[config.mk]
export PLATFORM = sky130hd
export DESIGN_NAME = riscv_mc_controller
export DESIGN_NICKNAME = d
export VERILOG_FILES = /design/src/rtl/riscv_pkg.sv /design/src/rtl/riscv_alu_decoder.sv /design/src/rtl/riscv_mc_controller.sv
export SDC_FILE = /design/constraint.sdc
export NUM_CORES = 1
export LEC_CHECK = 0
export BUFFER_PORTS_ARGS = -buffer_cell sky130_fd_sc_hd__buf_2
export CAP_MARGIN = 15
export CORE_MARGIN = 2
export CORE_UTILIZATION = 48
export DETAILED_ROUTE_END_ITERATION = 10
export GPL_ROUTABILITY_DRIVEN = 0
export HOLD_SLACK_MARGIN = 0.1
export PLACE_DENSITY = 0.8
export SLEW_MARGIN = 20
export SYNTH_ARGS = -nofsm -noshare
export SYNTH_HDL_FRONTEND = slang
export SYNTH_HIERARCHICAL = 1
export SYNTH_SLANG_ARGS = --single-unit
[constraint.sdc]
create_clock -name clk -period 3 [get_ports clk]
set_input_delay 0.3 -clock clk [delete_from_list [all_inputs] [get_ports clk]]
set_output_delay 0.3 -clock clk [all_outputs]
set_load 0.01 [all_outputs]
[src/rtl/riscv_pkg.sv]
// Shared encodings for the multicycle RV32I control unit: FSM states,
// opcodes, ALU/immediate/mux select encodings and the ImmSrc helper.
package riscv_pkg;

    typedef enum logic [3:0] {
        S_FETCH    = 4'd0,
        S_DECODE   = 4'd1,
        S_MEMADR   = 4'd2,
        S_MEMREAD  = 4'd3,
        S_MEMWB    = 4'd4,
        S_MEMWRITE = 4'd5,
        S_EXECR    = 4'd6,
        S_EXECI    = 4'd7,
        S_LUI      = 4'd8,
        S_ALUWB    = 4'd9,
        S_BRANCH   = 4'd10,
        S_JAL      = 4'd11
    } state_t;

    // Opcodes (Instr[6:0])
    localparam logic [6:0] OP_LOAD   = 7'b0000011;
    localparam logic [6:0] OP_STORE  = 7'b0100011;
    localparam logic [6:0] OP_RTYPE  = 7'b0110011;
    localparam logic [6:0] OP_ITYPE  = 7'b0010011;
    localparam logic [6:0] OP_BRANCH = 7'b1100011;
    localparam logic [6:0] OP_JAL    = 7'b1101111;
    localparam logic [6:0] OP_LUI    = 7'b0110111;

    // ALUControl encodings
    localparam logic [2:0] ALU_ADD = 3'b000;
    localparam logic [2:0] ALU_SUB = 3'b001;
    localparam logic [2:0] ALU_AND = 3'b010;
    localparam logic [2:0] ALU_OR  = 3'b011;
    localparam logic [2:0] ALU_SLT = 3'b101;

    // ImmSrc encodings
    localparam logic [2:0] IMM_I = 3'b000;
    localparam logic [2:0] IMM_S = 3'b001;
    localparam logic [2:0] IMM_B = 3'b010;
    localparam logic [2:0] IMM_J = 3'b011;
    localparam logic [2:0] IMM_U = 3'b100;

    // ALUOp encodings (FSM -> ALU decoder)
    localparam logic [1:0] ALUOP_ADD  = 2'b00;
    localparam logic [1:0] ALUOP_SUB  = 2'b01;
    localparam logic [1:0] ALUOP_FUNC = 2'b10;

    // ResultSrc encodings
    localparam logic [1:0] RES_ALUOUT    = 2'b00;
    localparam logic [1:0] RES_DATA      = 2'b01;
    localparam logic [1:0] RES_ALURESULT = 2'b10;

    // ALUSrcA encodings
    localparam logic [1:0] SRCA_PC    = 2'b00;
    localparam logic [1:0] SRCA_OLDPC = 2'b01;
    localparam logic [1:0] SRCA_RS1   = 2'b10;
    localparam logic [1:0] SRCA_ZERO  = 2'b11;

    // ALUSrcB encodings
    localparam logic [1:0] SRCB_RS2    = 2'b00;
    localparam logic [1:0] SRCB_IMMEXT = 2'b01;
    localparam logic [1:0] SRCB_FOUR   = 2'b10;

    // Immediate format is a pure function of the opcode.
    function automatic logic [2:0] imm_src_of(input logic [6:0] op);
        case (op)
            OP_STORE:  imm_src_of = IMM_S;
            OP_BRANCH: imm_src_of = IMM_B;
            OP_JAL:    imm_src_of = IMM_J;
            OP_LUI:    imm_src_of = IMM_U;
            default:   imm_src_of = IMM_I;
        endcase
    endfunction

endpackage

[src/rtl/riscv_alu_decoder.sv]
// ALU decoder: maps the FSM's ALUOp plus funct fields to ALUControl.
module riscv_alu_decoder (
    input  logic [1:0] alu_op,
    input  logic [2:0] funct3,
    input  logic       op5,
    input  logic       funct7b5,
    output logic [2:0] alu_control
);
    import riscv_pkg::*;

    // Forced add/sub for address and branch work, funct-driven otherwise.
    always_comb begin
        alu_control = ALU_ADD;
        case (alu_op)
            ALUOP_ADD: alu_control = ALU_ADD;
            ALUOP_SUB: alu_control = ALU_SUB;
            ALUOP_FUNC: begin
                case (funct3)
                    // Only R-type (op[5]=1) with Instr[30] set is sub; addi never is.
                    3'b000:  alu_control = (op5 & funct7b5) ? ALU_SUB : ALU_ADD;
                    3'b010:  alu_control = ALU_SLT;
                    3'b110:  alu_control = ALU_OR;
                    3'b111:  alu_control = ALU_AND;
                    default: alu_control = ALU_ADD;
                endcase
            end
            default: alu_control = ALU_ADD;
        endcase
    end

endmodule

[src/rtl/riscv_mc_controller.sv]
// Multicycle RV32I control unit: Moore FSM plus ALU decoder and ImmSrc decode.
// Optional macro CTRL_MEM_WAIT_EN adds a MemReady input that stalls FETCH,
// MEMREAD and MEMWRITE until the memory acknowledges.
module riscv_mc_controller (
    input  logic       clk,
    input  logic       reset,
`ifdef CTRL_MEM_WAIT_EN
    input  logic       MemReady,
`endif
    input  logic [6:0] op,
    input  logic [2:0] funct3,
    input  logic       funct7b5,
    input  logic       Zero,
    output logic       PCWrite,
    output logic       AdrSrc,
    output logic       MemWrite,
    output logic       IRWrite,
    output logic       RegWrite,
    output logic [1:0] ResultSrc,
    output logic [1:0] ALUSrcA,
    output logic [1:0] ALUSrcB,
    output logic [2:0] ALUControl,
    output logic [2:0] ImmSrc,
    output logic       IllegalInstr
);
    import riscv_pkg::*;

    state_t     state_q, state_d;
    logic       mem_ready;
    logic       pc_update, branch;
    logic       ir_write, reg_write, mem_write, illegal;
    logic [1:0] alu_op;

`ifdef CTRL_MEM_WAIT_EN
    assign mem_ready = MemReady;
`else
    assign mem_ready = 1'b1;
`endif

    // State register; reset aborts whatever instruction is in flight.
    always_ff @(posedge clk or posedge reset) begin
        if (reset) state_q <= S_FETCH;
        else       state_q <= state_d;
    end

    // Next-state and raw (ungated) control decode.
    always_comb begin
        state_d   = state_q;
        pc_update = 1'b0;
        branch    = 1'b0;
        ir_write  = 1'b0;
        reg_write = 1'b0;
        mem_write = 1'b0;
        illegal   = 1'b0;
        AdrSrc    = 1'b0;
        ResultSrc = RES_ALUOUT;
        ALUSrcA   = SRCA_PC;
        ALUSrcB   = SRCB_RS2;
        alu_op    = ALUOP_ADD;
        case (state_q)
            S_FETCH: begin
                ALUSrcA   = SRCA_PC;
                ALUSrcB   = SRCB_FOUR;
                ResultSrc = RES_ALURESULT;
                // Latch the instruction and bump PC only once memory delivers.
                ir_write  = mem_ready;
                pc_update = mem_ready;
                state_d   = mem_ready ? S_DECODE : S_FETCH;
            end
            S_DECODE: begin
                // Branch target PC+imm is computed here and parked in ALUOut.
                ALUSrcA = SRCA_OLDPC;
                ALUSrcB = SRCB_IMMEXT;
                case (op)
                    OP_LOAD, OP_STORE: state_d = S_MEMADR;
                    OP_RTYPE:          state_d = S_EXECR;
                    OP_ITYPE:          state_d = S_EXECI;
                    OP_BRANCH:         state_d = S_BRANCH;
                    OP_JAL:            state_d = S_JAL;
                    OP_LUI:            state_d = S_LUI;
                    default: begin
                        illegal = 1'b1;
                        state_d = S_FETCH;
                    end
                endcase
            end
            S_MEMADR: begin
                ALUSrcA = SRCA_RS1;
                ALUSrcB = SRCB_IMMEXT;
                state_d = op[5] ? S_MEMWRITE : S_MEMREAD;
            end
            S_MEMREAD: begin
                AdrSrc  = 1'b1;
                state_d = mem_ready ? S_MEMWB : S_MEMREAD;
            end
            S_MEMWB: begin
                ResultSrc = RES_DATA;
                reg_write = 1'b1;
                state_d   = S_FETCH;
            end
            S_MEMWRITE: begin
                AdrSrc    = 1'b1;
                // Strobe held for the whole wait so the memory sees a stable request.
                mem_write = 1'b1;
                state_d   = mem_ready ? S_FETCH : S_MEMWRITE;
            end
            S_EXECR: begin
                ALUSrcA = SRCA_RS1;
                ALUSrcB = SRCB_RS2;
                alu_op  = ALUOP_FUNC;
                state_d = S_ALUWB;
            end
            S_EXECI: begin
                ALUSrcA = SRCA_RS1;
                ALUSrcB = SRCB_IMMEXT;
                alu_op  = ALUOP_FUNC;
                state_d = S_ALUWB;
            end
            S_LUI: begin
                // 0 + U-immediate passes the upper immediate straight through.
                ALUSrcA = SRCA_ZERO;
                ALUSrcB = SRCB_IMMEXT;
                state_d = S_ALUWB;
            end
            S_ALUWB: begin
                reg_write = 1'b1;
                state_d   = S_FETCH;
            end
            S_BRANCH: begin
                ALUSrcA = SRCA_RS1;
                ALUSrcB = SRCB_RS2;
                alu_op  = ALUOP_SUB;
                branch  = 1'b1;
                state_d = S_FETCH;
            end
            S_JAL: begin
                // PC <- ALUOut (target from DECODE) while ALU forms OldPC+4 for rd.
                ALUSrcA   = SRCA_OLDPC;
                ALUSrcB   = SRCB_FOUR;
                pc_update = 1'b1;
                state_d   = S_ALUWB;
            end
            default: state_d = S_FETCH;
        endcase
    end

    // Write enables are suppressed while reset is asserted; selects stay as decoded.
    always_comb begin
        PCWrite      = ~reset & (pc_update | (branch & (Zero ^ funct3[0])));
        IRWrite      = ~reset & ir_write;
        RegWrite     = ~reset & reg_write;
        MemWrite     = ~reset & mem_write;
        IllegalInstr = ~reset & illegal;
        ImmSrc       = imm_src_of(op);
    end

    riscv_alu_decoder u_alu_decoder (
        .alu_op      (alu_op),
        .funct3      (funct3),
        .op5         (op[5]),
        .funct7b5    (funct7b5),
        .alu_control (ALUControl)
    );

endmodule

==> results.txt <==
* Most numerous cell in the Yosys netlist: sky130_fd_sc_hd__inv_1
- The number of antenna violations at the first check in global routing is 0.
- In this run the clock root is driven by a sky130_fd_sc_hd__clkbuf_4.
- Post-route worst hold slack: ~0.40 ns
- Time the worst path needs with I/O delays and setup: 2.31 ns
- The run finished with clean final reports.
- Yosys Warn Count: 6
- Multi-input logic area: between 500 and 600 µm²
- Highest clock rate: 432 MHz
- Summed over all layers, the global routing overflow is 0.
- In this run the static leakage power is approximately 0.41 nW.
- On the worst path, the slowest cell contributes a delay of 0.63 ns.
- In this run, the number of DRC markers left after iteration 0 of detailed routing was 20.
* Reg area: ~100 µm²
- For the final routed database, the setup TNS stands at 0 ns.
- Measured against its own limit, the worst slew margin works out to around two thirds.
* Number of primary I/O pins: 32
* Share of post-route cells with drive strength above 1: a little over a third
- Count of antenna-violating nets left after detailed routing: 0
- Setup repair after global routing left no endpoint under its margin.
- Via total after detailed routing: 760
- The first global-routing pass estimated ~2500 µm of wire.
- Number of nets in the layout: between 100 and 150
- Yosys attributes the largest share of cell area to sky130_fd_sc_hd__dfrtp_1, sky130_fd_sc_hd__nand2b_1, sky130_fd_sc_hd__and4bb_1, sky130_fd_sc_hd__ha_1, sky130_fd_sc_hd__inv_1.
* Antenna Diode Count: 0
- Flip-flop count of the largest register after layout: 4
- Counting flops per register, the top entry is state_q.
- Count of max-cap constraint violations: 0
- Cts bufs inserted: 3
* Source of the critical timing path: state_q[1]
- The startpoint identified for the worst register-to-register timing path is state_q[3].
- Clock-pin slew was measured on the worst setup and hold paths at 0.04 ns.
- Final count of hold timing violations: 0
- The share of the Yosys chip area taken by registers is 15.2%.
- In the synthesized netlist, the number of instances is 85.
- Largest buffer count on any clock path: 2
- Synth async-reset ratio: 100%
- The core region is 0.00130 mm².
* Row cnt: 13
- Counting every net in the synthesized netlist gives 101.
- The mapped netlist covers 661 µm².
- After filler insertion, the fill cell instance count of the layout stands at 127.
- Summed over all layers, the routed wires come to 1620 µm.
- Logic pwr share: 58.7%
* Number of global-route vias before repair: around 600
- Clock latency on the worst-skew pair: 0.23 ns
- After detailed routing, the average wire length per cell comes to around 12 µm.
* Internal power summed over all cells: 0.217 mW
- HP Start: op[6]
* P&R area growth vs syn: 27.7%
* Clock tree from TritonCTS: built
* P_sw: approximately 0.18 mW
- Synth area leader: sky130_fd_sc_hd__dfrtp_1
* Remaining design rule violation count: 0
- Full die area: 0.00169 mm²
- On the critical path, the stage with the largest delay is an instance of sky130_fd_sc_hd__dfrtp_1.
- Category of the worst setup path launch point: register
- Across all register-to-register paths, the minimum setup slack is 1.59 ns.
- Worst slew pin tran: 0.485 ns
- Setup violations remaining at the end of the flow were counted as 0.
* Chip height: 41.1 µm
* All-Layer GR Usage: 22.0%
- The worst path uses 77.1% of the clock period.
- The largest registers in the layout are state_q: 4 flops.
- The setup path with the least slack is of type register to output port.
* Worst IR drop on VDD: 0.235 mV
- Number of detailed-route iterations in the first pass: 4
- By count the netlist is led by sky130_fd_sc_hd__inv_1, sky130_fd_sc_hd__nand2b_1, sky130_fd_sc_hd__nor2_1.
* Critical Path Fanout Max: 17
* Half-perimeter wire length of the detailed placement result: 1270 µm
* Cells along the critical path: and4bb_1 -> inv_1 -> ha_1 -> nor4b_1 -> buf_2
* Initial Util: 50.8%
- Clock sink count: 4
* Number of levels in the clock H-tree: 1
- Number of vias per cell: slightly below 6
* Kind of path behind the tightest hold check: input port to register
- Pin count of the biggest net entering global routing: 19
* Most instantiated flip-flop cell in the synthesis netlist: sky130_fd_sc_hd__dfrtp_1
- Fin. max-slew vios: 0
* Flip-flop and latch count after synthesis: 4
- The share of synthesized area in the top cell type comes to roughly 15%.
- Switching share of total power: 45.5%
- The share of total power dissipated in the clock network is 16.5%.
- STA puts the critical path data required time at 2.70 ns.
* Element type at the critical path end: output port
- Width of the chip: 41.1 µm
- Share of total power in sequential cells: 24.8%
- Ratio of total power to cell area: 472 mW/mm²
* Number of flops mapped to enable cells by yosys: 0
* Synthesized area per cell: slightly below 8 µm²
* Worst clock skew on the final layout: approximately 0.0042 ns
- Yosys cell types: 42
- For the worst setup path, the data arrival time is 2.01 ns.
- During placement, the flow inserted port buffers numbering 31.
cells in the final DEF, fill, tap and decap left out, types with 3 or more instances in the layout:
cell type / count
sky130_fd_sc_hd__nor3_1: 4
sky130_fd_sc_hd__inv_1: 6
sky130_fd_sc_hd__dfrtp_1: 4
sky130_fd_sc_hd__clkbuf_4: 3
sky130_fd_sc_hd__buf_2: 31
sky130_fd_sc_hd__nor4_1: 3
sky130_fd_sc_hd__nor2_1: 5
sky130_fd_sc_hd__nand2b_1: 5
sky130_fd_sc_hd__a21oi_1: 4
sky130_fd_sc_hd__nand3_1: 4
power by group through the flow:
stage               Clock (mW)  Combinational (mW)  Sequential, mW
CTS                     0.0668               0.235          0.0978
global route            0.0747               0.266           0.103
finish                  0.0657               0.234          0.0988
floorplan                    0               0.176          0.0739
detailed placement           0               0.233          0.0983
global placement             0               0.230          0.0963
area by class of cell:
type / count / share of cell area, %
inverter: 6 / 2.67
clock buffer: 3 / 2.67
tap: 15 / 2.23
multi-input combinational: 70 / 61.0
timing repair buffer: 32 / 19.6
sequential: 4 / 11.9
path summary, 6_finish.rpt:
check	endpoint	depth (start not counted)
setup / recovery	ALUControl[2]	5
hold / removal	state_q[3]	3
setup reg to reg	state_q[3]	3
hold reg to reg	state_q[2]	1
max in group asynchronous	state_q[2]	3
min in group asynchronous	state_q[0]	3
cell families after synthesis:
| group | count (synthesis) | share of synthesized area (%) |
|---|---|---|
| AND/OR/NAND/NOR | 46 | 47.5 |
| multiplexers | 1 | 1.70 |
| AO/OA/AOI/OAI | 17 | 19.5 |
| buffers and inverters | 11 | 7.01 |
| XOR/XNOR | 4 | 5.30 |
| flip-flops | 4 | 15.2 |
| adder cells (fa/ha/maj) | 2 | 3.79 |
routing by layer:
| metal | vias up | routed length (µm) | GRT usage [%] |
|---|---|---|---|
| met5 | - | 0 | 0 |
| met4 | 0 | 0 | 4.84 |
| met3 | 0 | 98 | 1.63 |
| met2 | 32 | 795 | 39.1 |
| met1 | 347 | 723 | 28.6 |
| li1 | 381 | - | - |
worst max-delay path: cells and delay by family, from the launching register on:
kind / cells / cell delay, ns
buffers and inverters: 2 / 0.24
DFF: 1 / 0.63
adders and majority gates: 1 / 0.33
and+or+nand+nor: 2 / 0.59
through the flow:
stage / area (µm²) / power, mW / instances / worst slack (ns) / utilization [%]
after floorplan: 661 / 0.250 / 85 / 0.970 / -
after global placement: 811 / 0.326 / 126 / 0.991 / 62.3
after detailed placement: 811 / 0.331 / 126 / 0.953 / 62.3
after CTS: 843 / 0.400 / 130 / 0.694 / 64.8
after global routing: 843 / 0.444 / 130 / 0.524 / 64.8
final: 843 / 0.398 / 130 / 0.686 / 64.8
timing repair:
action,CTS,global route
setup endpoints to repair,0,0
hold buffers,1,0
hold endpoints to repair,4,0
setup buffers,0,0
gates resized for setup,0,0
Note: power is estimated with default switching activity, not from simulation.
